### src/rtl/sram_pkg.sv
// Shared types and constants for the asynchronous SRAM bank controller.
package sram_pkg;

    localparam int ADDR_W_DEF = 20;
    localparam int DATA_W_DEF = 32;

    typedef enum logic [2:0] {
        IDLE,
        RD,
        WS,
        WP,
        WH,
        RSP
    } state_t;

    function automatic int bank_w(input int n_banks);
        return (n_banks > 1) ? $clog2(n_banks) : 1;
    endfunction

endpackage

### src/rtl/sram_bank_ctrl_if.sv
// SoC-side request/response port of the SRAM bank controller.
interface sram_bank_ctrl_if
    import sram_pkg::*;
#(
    parameter int BANK_W = 1,
    parameter int ADDR_W = ADDR_W_DEF,
    parameter int DATA_W = DATA_W_DEF
) ();

    logic                     req_valid;
    logic                     req_ready;
    logic                     req_we;
    logic [BANK_W+ADDR_W-1:0] req_addr;
    logic [DATA_W/8-1:0]      req_be;
    logic [DATA_W-1:0]        req_wdata;
    logic                     rsp_valid;
    logic                     rsp_err;
    logic [DATA_W-1:0]        rsp_rdata;

    modport master (
        output req_valid, req_we, req_addr, req_be, req_wdata,
        input  req_ready, rsp_valid, rsp_err, rsp_rdata
    );

    modport slave (
        input  req_valid, req_we, req_addr, req_be, req_wdata,
        output req_ready, rsp_valid, rsp_err, rsp_rdata
    );

endinterface

### src/rtl/sram_bank_drv.sv
// Registered strobe, address and data stage for one SRAM bank.
module sram_bank_drv #(
    parameter int ADDR_W = 20,
    parameter int DATA_W = 32
) (
    input  logic                  clk,
    input  logic                  resetn,
    input  logic                  sel,
    input  logic                  load,
    input  logic                  ce,
    input  logic                  oe,
    input  logic                  we,
    input  logic                  drive,
    input  logic [DATA_W/8-1:0]   be,
    input  logic [ADDR_W-1:0]     addr,
    input  logic [DATA_W-1:0]     wdata,
    output logic [ADDR_W-1:0]     sram_addr,
    output logic [DATA_W-1:0]     sram_dq_o,
    output logic                  sram_dq_oe,
    output logic [DATA_W/8-1:0]   sram_be_n,
    output logic                  sram_ce_n,
    output logic                  sram_oe_n,
    output logic                  sram_we_n
);

    // An unselected bank parks its strobes and holds its last address/data.
    always_ff @(posedge clk or negedge resetn) begin
        if (!resetn) begin
            sram_addr  <= '0;
            sram_dq_o  <= '0;
            sram_dq_oe <= 1'b0;
            sram_be_n  <= '1;
            sram_ce_n  <= 1'b1;
            sram_oe_n  <= 1'b1;
            sram_we_n  <= 1'b1;
        end else begin
            sram_ce_n  <= ~(sel & ce);
            sram_oe_n  <= ~(sel & oe);
            sram_we_n  <= ~(sel & we);
            sram_dq_oe <= sel & drive;
            sram_be_n  <= (sel & ce) ? ~be : '1;
            if (sel && load) begin
                sram_addr <= addr;
                sram_dq_o <= wdata;
            end
        end
    end

endmodule

### src/rtl/sram_bank_ctrl.sv
// Request front end and access sequencer for N asynchronous SRAM banks.
// state | meaning
// IDLE  | ready for a request, all strobes inactive, bus not driven
// RD    | ce_n/oe_n low for RD_WAIT+1 cycles, data sampled on the last
// WS    | write setup: address/data driven, we_n still high
// WP    | we_n low for WR_WAIT cycles
// WH    | we_n released with data still driven, write response issued
// RSP   | read or out-of-range response, strobes released
module sram_bank_ctrl
    import sram_pkg::*;
#(
    parameter int N_BANKS = 2,
    parameter int ADDR_W  = ADDR_W_DEF,
    parameter int DATA_W  = DATA_W_DEF,
    parameter int RD_WAIT = 1,
    parameter int WR_WAIT = 1
) (
    input  logic                         clk,
    input  logic                         resetn,
    sram_bank_ctrl_if.slave              bus,
    output logic [N_BANKS*ADDR_W-1:0]    sram_addr,
    input  logic [N_BANKS*DATA_W-1:0]    sram_dq_i,
    output logic [N_BANKS*DATA_W-1:0]    sram_dq_o,
    output logic [N_BANKS-1:0]           sram_dq_oe,
    output logic [N_BANKS*DATA_W/8-1:0]  sram_be_n,
    output logic [N_BANKS-1:0]           sram_ce_n,
    output logic [N_BANKS-1:0]           sram_oe_n,
    output logic [N_BANKS-1:0]           sram_we_n
);

    localparam int BANK_W = bank_w(N_BANKS);
    localparam int BE_W   = DATA_W / 8;

    state_t            state_q, state_d;
    logic [3:0]        wait_q, wait_d;
    logic              ready_q;
    logic [BANK_W-1:0] bank_q, bank_d, req_bank;
    logic [ADDR_W-1:0] req_word;
    logic [BE_W-1:0]   be_q, be_d, req_be_eff;
    logic              accept, req_in_range;
    logic              ce_d, oe_d, we_d, drive_d, rsp_valid_d, rsp_err_d;
    logic [DATA_W-1:0] rd_mux;
    logic [N_BANKS-1:0] sel;

    assign {req_bank, req_word} = bus.req_addr;
    assign req_in_range  = 32'(req_bank) < N_BANKS;
    assign accept        = bus.req_valid && ready_q;
    assign bus.req_ready = ready_q;

    // Reads enable every byte lane; req_be only matters for writes.
    assign req_be_eff = bus.req_we ? bus.req_be : '1;
    assign bank_d     = accept ? req_bank : bank_q;
    assign be_d       = accept ? req_be_eff : be_q;

    always_ff @(posedge clk or negedge resetn) begin
        if (!resetn) begin
            state_q <= IDLE;
            wait_q  <= '0;
            ready_q <= 1'b0;
            bank_q  <= '0;
            be_q    <= '1;
        end else begin
            state_q <= state_d;
            wait_q  <= wait_d;
            ready_q <= (state_d == IDLE);
            if (accept) begin
                bank_q <= req_bank;
                be_q   <= req_be_eff;
            end
        end
    end

    always_comb begin
        state_d = state_q;
        wait_d  = wait_q;
        case (state_q)
            IDLE: begin
                if (accept) begin
                    if (!req_in_range) begin
                        state_d = RSP;
                    end else if (bus.req_we) begin
                        state_d = WS;
                    end else begin
                        state_d = RD;
                        wait_d  = 4'(RD_WAIT);
                    end
                end
            end
            RD: begin
                if (wait_q == 4'd0) state_d = RSP;
                else                wait_d  = wait_q - 4'd1;
            end
            WS: begin
                state_d = WP;
                wait_d  = 4'(WR_WAIT - 1);
            end
            WP: begin
                if (wait_q == 4'd0) state_d = WH;
                else                wait_d  = wait_q - 4'd1;
            end
            WH:      state_d = IDLE;
            RSP:     state_d = IDLE;
            default: state_d = IDLE;
        endcase
    end

    // Strobe intents for the coming cycle; oe and drive are never both set.
    always_comb begin
        ce_d        = 1'b0;
        oe_d        = 1'b0;
        we_d        = 1'b0;
        drive_d     = 1'b0;
        rsp_valid_d = 1'b0;
        rsp_err_d   = 1'b0;
        case (state_d)
            RD: begin
                ce_d = 1'b1;
                oe_d = 1'b1;
            end
            WS: begin
                ce_d    = 1'b1;
                drive_d = 1'b1;
            end
            WP: begin
                ce_d    = 1'b1;
                we_d    = 1'b1;
                drive_d = 1'b1;
            end
            WH: begin
                ce_d        = 1'b1;
                drive_d     = 1'b1;
                rsp_valid_d = 1'b1;
            end
            RSP: begin
                rsp_valid_d = 1'b1;
                rsp_err_d   = (state_q == IDLE);
            end
            default: ;
        endcase
    end

    always_comb begin
        rd_mux = '0;
        for (int i = 0; i < N_BANKS; i++) begin
            if (32'(bank_q) == i) rd_mux = sram_dq_i[i*DATA_W +: DATA_W];
        end
    end

    always_ff @(posedge clk or negedge resetn) begin
        if (!resetn) begin
            bus.rsp_valid <= 1'b0;
            bus.rsp_err   <= 1'b0;
            bus.rsp_rdata <= '0;
        end else begin
            bus.rsp_valid <= rsp_valid_d;
            bus.rsp_err   <= rsp_err_d;
            bus.rsp_rdata <= (state_q == RD && state_d == RSP) ? rd_mux : '0;
        end
    end

    for (genvar g = 0; g < N_BANKS; g++) begin : g_bank
        assign sel[g] = (32'(bank_d) == g);

        sram_bank_drv #(
            .ADDR_W (ADDR_W),
            .DATA_W (DATA_W)
        ) u_drv (
            .clk        (clk),
            .resetn     (resetn),
            .sel        (sel[g]),
            .load       (accept),
            .ce         (ce_d),
            .oe         (oe_d),
            .we         (we_d),
            .drive      (drive_d),
            .be         (be_d),
            .addr       (req_word),
            .wdata      (bus.req_wdata),
            .sram_addr  (sram_addr[g*ADDR_W +: ADDR_W]),
            .sram_dq_o  (sram_dq_o[g*DATA_W +: DATA_W]),
            .sram_dq_oe (sram_dq_oe[g]),
            .sram_be_n  (sram_be_n[g*BE_W +: BE_W]),
            .sram_ce_n  (sram_ce_n[g]),
            .sram_oe_n  (sram_oe_n[g]),
            .sram_we_n  (sram_we_n[g])
        );
    end

endmodule

### src/flat_wrapper.sv
// flat-port wrapper written by rule: the top's interface ports become plain ports
module sram_bank_ctrl_flat import sram_pkg::*;
#(
    parameter int N_BANKS = 2,
    parameter int ADDR_W  = ADDR_W_DEF,
    parameter int DATA_W  = DATA_W_DEF,
    parameter int RD_WAIT = 1,
    parameter int WR_WAIT = 1
)
  (clk, resetn, sram_addr, sram_dq_i, sram_dq_o, sram_dq_oe, sram_be_n, sram_ce_n, sram_oe_n, sram_we_n, bus_req_valid, bus_req_we, bus_req_addr, bus_req_be, bus_req_wdata, bus_req_ready, bus_rsp_valid, bus_rsp_err, bus_rsp_rdata);
  sram_bank_ctrl_if #(.BANK_W(bank_w(2)), .ADDR_W(ADDR_W), .DATA_W(DATA_W)) bus_i ();
  input  logic clk;
  input  logic resetn;
  output logic [N_BANKS*ADDR_W-1:0] sram_addr;
  input  logic [N_BANKS*DATA_W-1:0] sram_dq_i;
  output logic [N_BANKS*DATA_W-1:0] sram_dq_o;
  output logic [N_BANKS-1:0] sram_dq_oe;
  output logic [N_BANKS*DATA_W/8-1:0] sram_be_n;
  output logic [N_BANKS-1:0] sram_ce_n;
  output logic [N_BANKS-1:0] sram_oe_n;
  output logic [N_BANKS-1:0] sram_we_n;
  input wire logic [$bits(bus_i.req_valid)-1:0] bus_req_valid;
  input wire logic [$bits(bus_i.req_we)-1:0] bus_req_we;
  input wire logic [$bits(bus_i.req_addr)-1:0] bus_req_addr;
  input wire logic [$bits(bus_i.req_be)-1:0] bus_req_be;
  input wire logic [$bits(bus_i.req_wdata)-1:0] bus_req_wdata;
  output wire logic [$bits(bus_i.req_ready)-1:0] bus_req_ready;
  output wire logic [$bits(bus_i.rsp_valid)-1:0] bus_rsp_valid;
  output wire logic [$bits(bus_i.rsp_err)-1:0] bus_rsp_err;
  output wire logic [$bits(bus_i.rsp_rdata)-1:0] bus_rsp_rdata;
  assign bus_i.req_valid = bus_req_valid;
  assign bus_i.req_we = bus_req_we;
  assign bus_i.req_addr = bus_req_addr;
  assign bus_i.req_be = bus_req_be;
  assign bus_i.req_wdata = bus_req_wdata;
  assign bus_req_ready = bus_i.req_ready;
  assign bus_rsp_valid = bus_i.rsp_valid;
  assign bus_rsp_err = bus_i.rsp_err;
  assign bus_rsp_rdata = bus_i.rsp_rdata;
  sram_bank_ctrl #(.N_BANKS(N_BANKS), .ADDR_W(ADDR_W), .DATA_W(DATA_W), .RD_WAIT(RD_WAIT), .WR_WAIT(WR_WAIT)) u_core (.clk(clk), .resetn(resetn), .bus(bus_i), .sram_addr(sram_addr), .sram_dq_i(sram_dq_i), .sram_dq_o(sram_dq_o), .sram_dq_oe(sram_dq_oe), .sram_be_n(sram_be_n), .sram_ce_n(sram_ce_n), .sram_oe_n(sram_oe_n), .sram_we_n(sram_we_n));
endmodule
### config.mk
export PLATFORM = sky130hd
export DESIGN_NAME = sram_bank_ctrl_flat
export DESIGN_NICKNAME = d
export VERILOG_FILES = /design/src/rtl/sram_pkg.sv /design/src/rtl/sram_bank_ctrl_if.sv /design/src/rtl/sram_bank_drv.sv /design/src/rtl/sram_bank_ctrl.sv /design/src/flat_wrapper.sv
export SDC_FILE = /design/constraint.sdc
export NUM_CORES = 1
export LEC_CHECK = 0
export CORE_UTILIZATION = 46
export CTS_CLUSTER_SIZE = 25
export DETAILED_ROUTE_END_ITERATION = 12
export PLACE_DENSITY = 0.84
export SLEW_MARGIN = 20
export SYNTH_ARGS = -nofsm -noshare
export SYNTH_HDL_FRONTEND = slang
export SYNTH_SLANG_ARGS = --single-unit
### constraint.sdc
create_clock -name clk -period 3 [get_ports clk]
set_input_delay 0.45 -clock clk [delete_from_list [all_inputs] [get_ports clk]]
set_output_delay 0.45 -clock clk [all_outputs]
set_load 0.01 [all_outputs]
==> After elaboration in Yosys (flattened, before gate mapping) <==
Cells that the tools add are included.
{ "word_totals": {"in_bits": 125, "regBits": 167, "word_cells": 85, "out_inout_bits": 155} }
{ "op_classes": {"mux": 22, "n_addsub": 1, "n_reduce_logical": 13, "n_eq_ne": 11, "n_bitwise": 16} }
{ "op_table": {"columns": ["cell", "count"], "rows": [
  ["$mux 32", 2],
  ["$mux 4", 7],
  ["$eq 3x2->1 const B", 4],
  ["$pmux 3 s4", 1],
  ["$pmux 4 s3", 1],
  ["$mux 3", 3],
  ["$and 1x1->1", 8],
  ["$mux 1", 7],
  ["$not 1->1", 7],
  ["$eq 3x1->1 const B", 2],
  ["$eq 3x3->1 const B", 2],
  ["$logic_not 3->1", 2],
  ["$ne 2x2->1 const B", 3],
  ["$logic_and 1x1->1", 4],
  ["$logic_not 4->1", 1],
  ["$not 4->4", 1],
  ["$reduce_and 4->1", 1],
  ["$reduce_or 2->1", 2],
  ["$reduce_or 4->1", 1],
  ["$sub 4x1->4 const B", 1],
  ["$reduce_bool 3->1", 1],
  ["$reduce_or 3->1", 1],
  ["$mux 2", 1]
]} }

==> Depth between registers and ports, before layout <==
Gate-level depths: netlist of run 1.
{ "depth": {"depth_word": 8, "depth_mapped": 7, "ltp_nobuf": 6} }

==> Modules after synthesis <==
Synthesis of run 1 repeated with hierarchy kept, for this count alone.
{ "unflattened": {"cells_unflattened": 439, "hier_area_um2": 7023.0} }
{ "modules_own_cells": {"columns": ["mod", "cells_each", "n_inst", "seq_area_each_um2", "area_per_inst_um2"], "rows": [
  ["sram_bank_drv", 127, 2, 1510.2, 2453.6],
  ["sram_bank_ctrl", 185, 1, 1181.1, 2115.8]
]} }

==> Worst setup path before layout of run 1 <==
Ideal clock, no wire load.
{ "synth_timing": {"path_type": "reg-to-reg", "startpoint": "register u_core.wait_q[0]", "endpoint": "register u_core.bus.rsp_rdata[10]", "required_time_ns": 2.927, "synth_period_minus_slack_ns": 1.559, "setup_ns": 0.073, "path_slack_ns": 1.441, "path_stages_with_launch": 8, "arrival_time_ns": 1.486, "path_buffers": 2, "path_cell_list": "dfrtp_1 inv_1 ha_1 nand4bb_4 or3_1 clkbuf_1 buf_2 nor2_1"} }
{ "synth_between": {"elab_chain_len": 6, "elab_cells_between_ends": 7, "classes_between": "eq/ne (1); mux (4); reduce/logical (2)"} }
{ "synth_lines": {"columns": ["element", "line", "text"], "rows": [
  ["start: declaration", "sram_bank_ctrl.sv:35", "logic [3:0] wait_q, wait_d;"],
  ["start signal: assignment", "sram_bank_ctrl.sv:64", "wait_q <= wait_d;"],
  ["$logic_not 4->1 *", "sram_bank_ctrl.sv:90, sram_bank_ctrl.sv:98", null],
  ["$mux 3 (on tied branches)", "sram_bank_ctrl.sv:98, sram_bank_ctrl.sv:90", null],
  ["$pmux 3 s4 *", "sram_bank_ctrl.sv:76", "case (state_q)"],
  ["$eq 3x3->1 *", "sram_bank_ctrl.sv:157", "bus.rsp_rdata <= (state_q == RD && state_d == RSP) ? rd_mux : '0;"],
  ["$logic_and 1x1->1 *", "sram_bank_ctrl.sv:157", null],
  ["$mux 32 *", "sram_bank_ctrl.sv:157", null],
  ["end signal: assignment", "sram_bank_ctrl.sv:157", null],
  ["end: declaration", "sram_bank_ctrl_if.sv:27", "output req_ready, rsp_valid, rsp_err, rsp_rdata"]
]} }
Mark *: on every way between the ends. The rest lies on a longest branch, timed or not.
A chain may end at the register's enable or synchronous reset.

==> Worst setup path in the final report of run 1 <==
{ "layout_timing": {"startpoint": "register u_core.wait_q[0]", "endpoint": "register u_core.bus.rsp_rdata[30]"} }
Same word-level chain as after synthesis.

==> impl_metrics.env, run 1 <==
export IMPL_power_switching_mw=3.17
export IMPL_antenna_found_initial=0
export IMPL_hpwl_um=12300
export IMPL_htreeDepth=4
export IMPL_reg2reg_depth=5
export IMPL_startpoint_type="flop"
export IMPL_timing_critical_path_slowest_cell_delay_ns=0.77
export IMPL_cp_cell_sequence="inv_1 -> ha_1 -> nand4bb_4 -> or3_1 -> nor2_1"
export IMPL_via_per_inst=5.03
export IMPL_cts_hold_buf=0
export IMPL_final_layout_size_suffix_gt1_share_pct=23.2
export IMPL_irDropWorstVdd_uv=554
export IMPL_synth_fp_nets=579
export IMPL_syn_cell_area_sq_um=6720
export IMPL_maxSlewHeadroom_pct=30.8
export IMPL_dr_pass1_iters=4
export IMPL_synth_xor_area_share_pct=0.130
export IMPL_wl_per_cell_um=18.4
export IMPL_period_needed_ns=2.09
export IMPL_period_share_pct=69.7
export IMPL_status="completed"
export IMPL_synth_largest_area_cell="dfrtp_1"
export IMPL_io_pins=280
export IMPL_utilization_pct=73.1
export IMPL_rsz0062_at_grt="no"
export IMPL_clock_sinks=167
export IMPL_drtAntennaViolNets=0
export IMPL_crit_fanout=32
export IMPL_ys_types=39
export IMPL_root_buffer="clkbuf_16"
export IMPL_fmax_ghz=0.478
export IMPL_critPathKind="reg -> reg"
export IMPL_slew_violations=0
export IMPL_die_height_um=123
export IMPL_power_frac_clock_pct=22.5
export IMPL_finalClockSkew_ns=0.00797
export IMPL_multiInputGateArea_sq_um=2270
export IMPL_p_int_mw=7.54
export IMPL_p_seq_share_pct=36.2
export IMPL_p_leak_nw=4.59
export IMPL_cp_slowest_cell="or3_1"
export IMPL_synth_top_flop_cell="dfrtp_1"
export IMPL_combPwrFrac_pct=41.3
export IMPL_hold_viol_final=0
export IMPL_fillers=875
export IMPL_vias=4617
export IMPL_gp_congestion=0.799
export IMPL_wirelength_um=16900
export IMPL_swShare_pct=29.6
export IMPL_end_kind="flop"
export IMPL_arrival_ns=2.43
export IMPL_n_antenna_cell=0
export IMPL_synth_fa_ha_area_share_pct=0.372
export IMPL_synth_area_leaders="dfrtp_1 (55%), mux2_4 (11%), mux2_2 (9.0%), dfstp_2 (7.0%), mux2i_1 (4.8%)"
export IMPL_cts_resized=0
export IMPL_seqCellArea_sq_um=4200
export IMPL_placed_cell_area_sq_um=9600
export IMPL_core_area_sq_um=14000
export IMPL_first_global_vias=4874
export IMPL_p_per_area_nw_per_um2=1040
export IMPL_clk_path_buf_depth=2
export IMPL_seq_area_frac_synth_pct=62.5
export IMPL_synth_edf_count=0
export IMPL_overflow=0
export IMPL_r2r_start="u_core.wait_q[0]"
export IMPL_rrSetupSlack_ns=0.91
export IMPL_ys_ff_latch=167
export IMPL_max_cap_viol_count=0
export IMPL_nets=852
export IMPL_port_buffers=279
export IMPL_synthMuxAreaShare_pct=25.0
export IMPL_synth_simple_gate_area_share_pct=6.42
export IMPL_design_area_sq_um=10300
export IMPL_critPathLaunch="u_core.wait_q[0]"
export IMPL_whs_ns=0.0449
export IMPL_fin_setup_tns_ns=0
export IMPL_synth_top_family_by_area="multiplexers"
export IMPL_grt_max_degree=73
export IMPL_worstMarginPinSlew_ns=1.04
export IMPL_clk_pin_slew_ns=0.06
export IMPL_synth_compound_area_share_pct=1.77
export IMPL_die_x_um=123
export IMPL_grt_use_total_pct=22.8
export IMPL_grt_pass1_wl_um=25600
export IMPL_ys_warn_count=0
export IMPL_hp_class="in -> async"
export IMPL_crit_required_ns=3.33
export IMPL_yosysTopAreaCellShare_pct=55.5
export IMPL_drc=0
export IMPL_r2r_end="u_core.bus.rsp_rdata[30]"
export IMPL_cts_tree="built"
export IMPL_syn_to_final_growth_pct=52.7
export IMPL_rows=43
export IMPL_syn_area_per_cell_sq_um=14.9
export IMPL_async_flop_share_pct=100
export IMPL_cts_buffers=17
export IMPL_synth_cells=452
export IMPL_start_util_pct=47.9
export IMPL_clock_latency_ns=0.42
export IMPL_first_iter_violations=203
export IMPL_post_cts_buffers=0
export IMPL_finalSetupViolCount=0
export IMPL_dieArea_sq_um=15100
flip-flops by register name (all words and copies together) (netlist names):
| register | count |
|---|---|
| u_core.wait_q | 4 |
| u_core.g_bank.u_drv.sram_we_n | 2 |
| u_core.g_bank.u_drv.sram_oe_n | 2 |
| u_core.bus.rsp_err | 1 |
| u_core.be_q | 4 |
| u_core.g_bank.u_drv.sram_ce_n | 2 |
| u_core.g_bank.u_drv.sram_addr | 40 |
| u_core.state_q | 3 |
| u_core.bus.req_ready | 1 |
| u_core.g_bank.u_drv.sram_be_n | 8 |
| u_core.g_bank.u_drv.sram_dq_o | 64 |
| u_core.bus.rsp_rdata | 32 |
| u_core.bank_q | 1 |
| u_core.bus.rsp_valid | 1 |
| u_core.g_bank.u_drv.sram_dq_oe | 2 |
routing by layer:
layer	track usage (%)	share of wire (%)	vias up	wire length, um
met5	0	0	-	0
met4	6.63	1.5	0	261
met3	9.85	9.5	18	1610
met2	40.5	52	227	8720
met1	24.5	37	2289	6310
li1	-	-	2083	-
logic make-up (layout without fill, tap and decap cells):
group           Yosys count  in the layout
flops                   167            167
mux                     136            136
simple gates             88             88
buf+inv                  39            325
compound gates           18             18
fa+ha+maj                 2              2
other cells               1              1
xor+xnor                  1              1
cell usage in the layout (no fill, tap or decap), types with 7 or more instances in the layout:
| cell type | Yosys | final |
|---|---|---|
| mux2_2 | 54 | 54 |
| nor2_1 | 46 | 46 |
| mux2_4 | 50 | 50 |
| nand2_1 | 17 | 17 |
| dfrtp_1 | 149 | 148 |
| inv_1 | 7 | 7 |
| mux2i_1 | 32 | 32 |
| clkdlybuf4s50_1 | 0 | 278 |
| dfstp_2 | 18 | 18 |
| clkbuf_16 | 0 | 17 |
through the flow:
step | std cells | power, mW | setup slack, ns
final | 918 | 10.7 | 0.908
after global routing | 918 | 11.2 | 0.751
after CTS | 918 | 10.8 | 0.957
after detailed placement | 886 | 8.32 | 0.586
after global placement | 886 | 8.14 | 0.641
after floorplan | 452 | 5.96 | 1.44
critical path: cells and delay by family, from the launching register on:
family	cells	cell delay, ns
adders and majority gates	1	0.27
DFF	1	0.41
and+or+nand+nor	3	1.21
buffers and inverters	1	0.11
cell type report:
cell class	instances	area share (%)
Clock buffer	21	4.59
Clock inverter	11	1.88
Inverter	7	0.256
Multi-Input combinational cell	246	22.1
Sequential cell	167	41.0
Tap cell	180	2.20
Timing Repair Buffer	286	28.0
synth_stat cells (all sizes together) (2+ instances only):
cell	number
buf	25
nand3	5
o21ai	6
nand2	18
a21oi	5
dfrtp	149
mux2	104
a31oi	2
ha	2
nor2b	5
o31ai	2
nor2	46
dfstp	18
inv	7
nor3	3
or3	2
clkbuf	7
mux2i	32
power groups by stage:
stage	Combinational (mW)	Clock (mW)	Sequential [mW]
2_1_floorplan	1.80	0	4.16
3_3_place_gp	4.30	0	3.84
3_5_place_dp	4.43	0	3.89
4_1_cts	4.45	2.44	3.88
5_1_grt	4.71	2.55	3.98
6_report	4.42	2.41	3.87
how the worst max path moves through the flow:
stage / end / slack (ns) / cells after the start
finish: u_core.bus.rsp_rdata[30] / 0.91 / 5
global route: u_core.bus.rsp_rdata[30] / 0.75 / 5
CTS: u_core.bus.rsp_rdata[30] / 0.96 / 5
detailed placement: u_core.g_bank[0].u_drv.sram_dq_o[31] / 0.59 / 5
global placement: u_core.g_bank[0].u_drv.sram_dq_o[31] / 0.64 / 5
floorplan: u_core.bus.rsp_rdata[10] / 1.44 / 7
(Power assumes the default switching activity.)
==> run 2: changes to the inputs <==
--- a/config.mk
+++ b/config.mk
@@ -5,10 +5,10 @@
 export SDC_FILE = /design/constraint.sdc
 export NUM_CORES = 1
 export LEC_CHECK = 0
-export CORE_UTILIZATION = 46
+export CORE_UTILIZATION = 43
 export CTS_CLUSTER_SIZE = 25
 export DETAILED_ROUTE_END_ITERATION = 12
-export PLACE_DENSITY = 0.84
+export PLACE_DENSITY = 0.8
 export SLEW_MARGIN = 20
 export SYNTH_ARGS = -nofsm -noshare
 export SYNTH_HDL_FRONTEND = slang
==> constraint.sdc (replaced) <==
create_clock -name clk -period 1.95 [get_ports clk]
set_input_delay 0.2925 -clock clk [delete_from_list [all_inputs] [get_ports clk]]
set_output_delay 0.2925 -clock clk [all_outputs]
set_load 0.01 [all_outputs]
==> impl_metrics.env, run 2 (synthesized netlist as in run 1, its figures left out) <==
export IMPL_status="completed"
export IMPL_critPathKind="reg -> out"
export IMPL_hp_class="in -> async"
export IMPL_cp_slowest_cell="clkdlybuf4s50_1"
export IMPL_period_share_pct=91.6
export IMPL_maxSlewHeadroom_pct=65.4
export IMPL_startpoint_type="flop"
export IMPL_finalSetupViolCount=0
export IMPL_port_buffers=279
export IMPL_final_cell_mix="clkdlybuf4s50_1 (278), dfrtp_1 (148), mux2_2 (54)"
export IMPL_first_iter_violations=148
export IMPL_vias=4629
export IMPL_fmax_ghz=0.560
export IMPL_antenna_found_initial=0
export IMPL_swShare_pct=30.2
export IMPL_rsz0062_at_grt="no"
export IMPL_post_cts_buffers=0
export IMPL_design_area_sq_um=10400
export IMPL_n_antenna_cell=0
export IMPL_drc=0
export IMPL_die_height_um=127
export IMPL_end_kind="output pin"
export IMPL_use_met2_pct=36.7
export IMPL_cts_hold_buf=1
export IMPL_max_cap_viol_count=0
export IMPL_pre_cts_slack_ns=-0.0147
export IMPL_clock_latency_ns=0.42
export IMPL_finalPower_mw=16.3
export IMPL_cp_num_buf_inv=1
export IMPL_overflow=0
export IMPL_dr_pass1_iters=4
export IMPL_reg_largest_list="u_core.g_bank.u_drv.sram_dq_o: 64 flops, u_core.g_bank.u_drv.sram_addr: 40 flops, u_core.bus.rsp_rdata: 32 flops"
export IMPL_busiest_layer="met2"
export IMPL_hold_viol_final=0
export IMPL_grtUsageMet3_pct=6.49
export IMPL_htreeDepth=4
export IMPL_p_int_mw=11.4
export IMPL_p_seq_share_pct=36.2
export IMPL_largest_reg_flops=64
export IMPL_cts_tree="built"
export IMPL_placed_cell_area_sq_um=9750
export IMPL_combPwrFrac_pct=42.5
export IMPL_cts_resized=0
export IMPL_grt_pass1_wl_um=25800
export IMPL_fin_ws_ns=0.164
export IMPL_die_x_um=127
export IMPL_root_buffer="clkbuf_16"
export IMPL_core_area_sq_um=15200
export IMPL_drtAntennaViolNets=0
export IMPL_dieArea_sq_um=16100
export IMPL_clk_path_buf_depth=2
export IMPL_timing_critical_path_slowest_cell_delay_ns=0.61
export IMPL_grt_max_degree=45
export IMPL_final_layout_size_suffix_gt1_share_pct=24.3
export IMPL_worstMarginPinSlew_ns=0.519
export IMPL_slew_violations=0
export IMPL_post_place_cells=905
export IMPL_syn_to_final_growth_pct=54.3
export IMPL_wirelength_um=16800
export IMPL_clk_pin_slew_ns=0.07
export IMPL_crit_fanout=7
export IMPL_cp_cell_sequence="clkdlybuf4s50_1"
export IMPL_cts_buffers=17
export IMPL_hpwl_um=12600
export IMPL_layout_commonest_cell="clkdlybuf4s50_1"
export IMPL_period_needed_ns=1.79
export IMPL_arrival_ns=1.49
export IMPL_stdcell_count=938
export IMPL_irDropWorstVdd_uv=660
export IMPL_gp_congestion=0.831
export IMPL_via_per_inst=4.93
export IMPL_met1_usage_pct=24.8
export IMPL_io_pins=280
export IMPL_grt_use_total_pct=21.2
export IMPL_clock_sinks=167
export IMPL_first_global_vias=4801
export IMPL_finalClockSkew_ns=0.00757
export IMPL_power_frac_clock_pct=21.3
export IMPL_nets=864
export IMPL_cpLargestDelayFamily="buffers and inverters"
export IMPL_power_switching_mw=4.92
export IMPL_rows=45
export IMPL_start_util_pct=44.2
export IMPL_utilization_pct=68.2
export IMPL_top_register="u_core.g_bank.u_drv.sram_dq_o"
export IMPL_wl_per_cell_um=17.9
export IMPL_p_per_area_nw_per_um2=1570
export IMPL_p_leak_nw=4.65
export IMPL_crit_required_ns=1.66
run 2: metrics by stage:
step,setup TNS (ns),hold WS [ns]
floorplan,0,-0.00309
global placement,0,0.210
detailed placement,-0.0770,0.212
CTS,0,0.326
global route,0,0.366
finish,0,0.345
run 2: worst paths after layout:
| path | cells after the start | endpoint | slack (ns) | start |
|---|---|---|---|---|
| setup / recovery | 1 | bus_req_ready | 0.16 | u_core.bus.req_ready |
| hold / removal | 2 | u_core.g_bank[1].u_drv.sram_dq_o[24] | 0.34 | resetn |
| setup reg to reg | 6 | u_core.bus.rsp_rdata[31] | 0.22 | u_core.wait_q[0] |
| hold reg to reg | 1 | u_core.g_bank[1].u_drv.sram_addr[10] | 0.50 | u_core.g_bank[1].u_drv.sram_addr[10] |
| max in group asynchronous | 3 | u_core.g_bank[0].u_drv.sram_addr[9] | 0.91 | resetn |
| min in group clk | 3 | u_core.bus.rsp_rdata[23] | 0.47 | sram_dq_i[23] |
run 2: final cells by class:
cell class	instances	area [sq um]
multi-input combinational	246	2270
tap	188	235
clock buffer	19	443
sequential	167	4200
timing repair buffer	298	3030
fill	1030	4830
clock inverter	13	168
inverter	7	26.3
run 2: power by group through the flow:
stage / logic, mW / registers, mW / clock network, mW
floorplan: 2.77 / 6.40 / 0
global placement: 6.75 / 5.89 / 0
detailed placement: 6.95 / 5.95 / 0
CTS: 6.99 / 5.90 / 3.52
global route: 7.34 / 6.06 / 3.66
finish: 6.93 / 5.90 / 3.46
run 2: routing by layer:
metal,vias to the layer above,part of all wire [%]
li1,2115,-
met1,2256,39
met2,232,51
met3,26,8.4
met4,0,1.9
met5,-,0
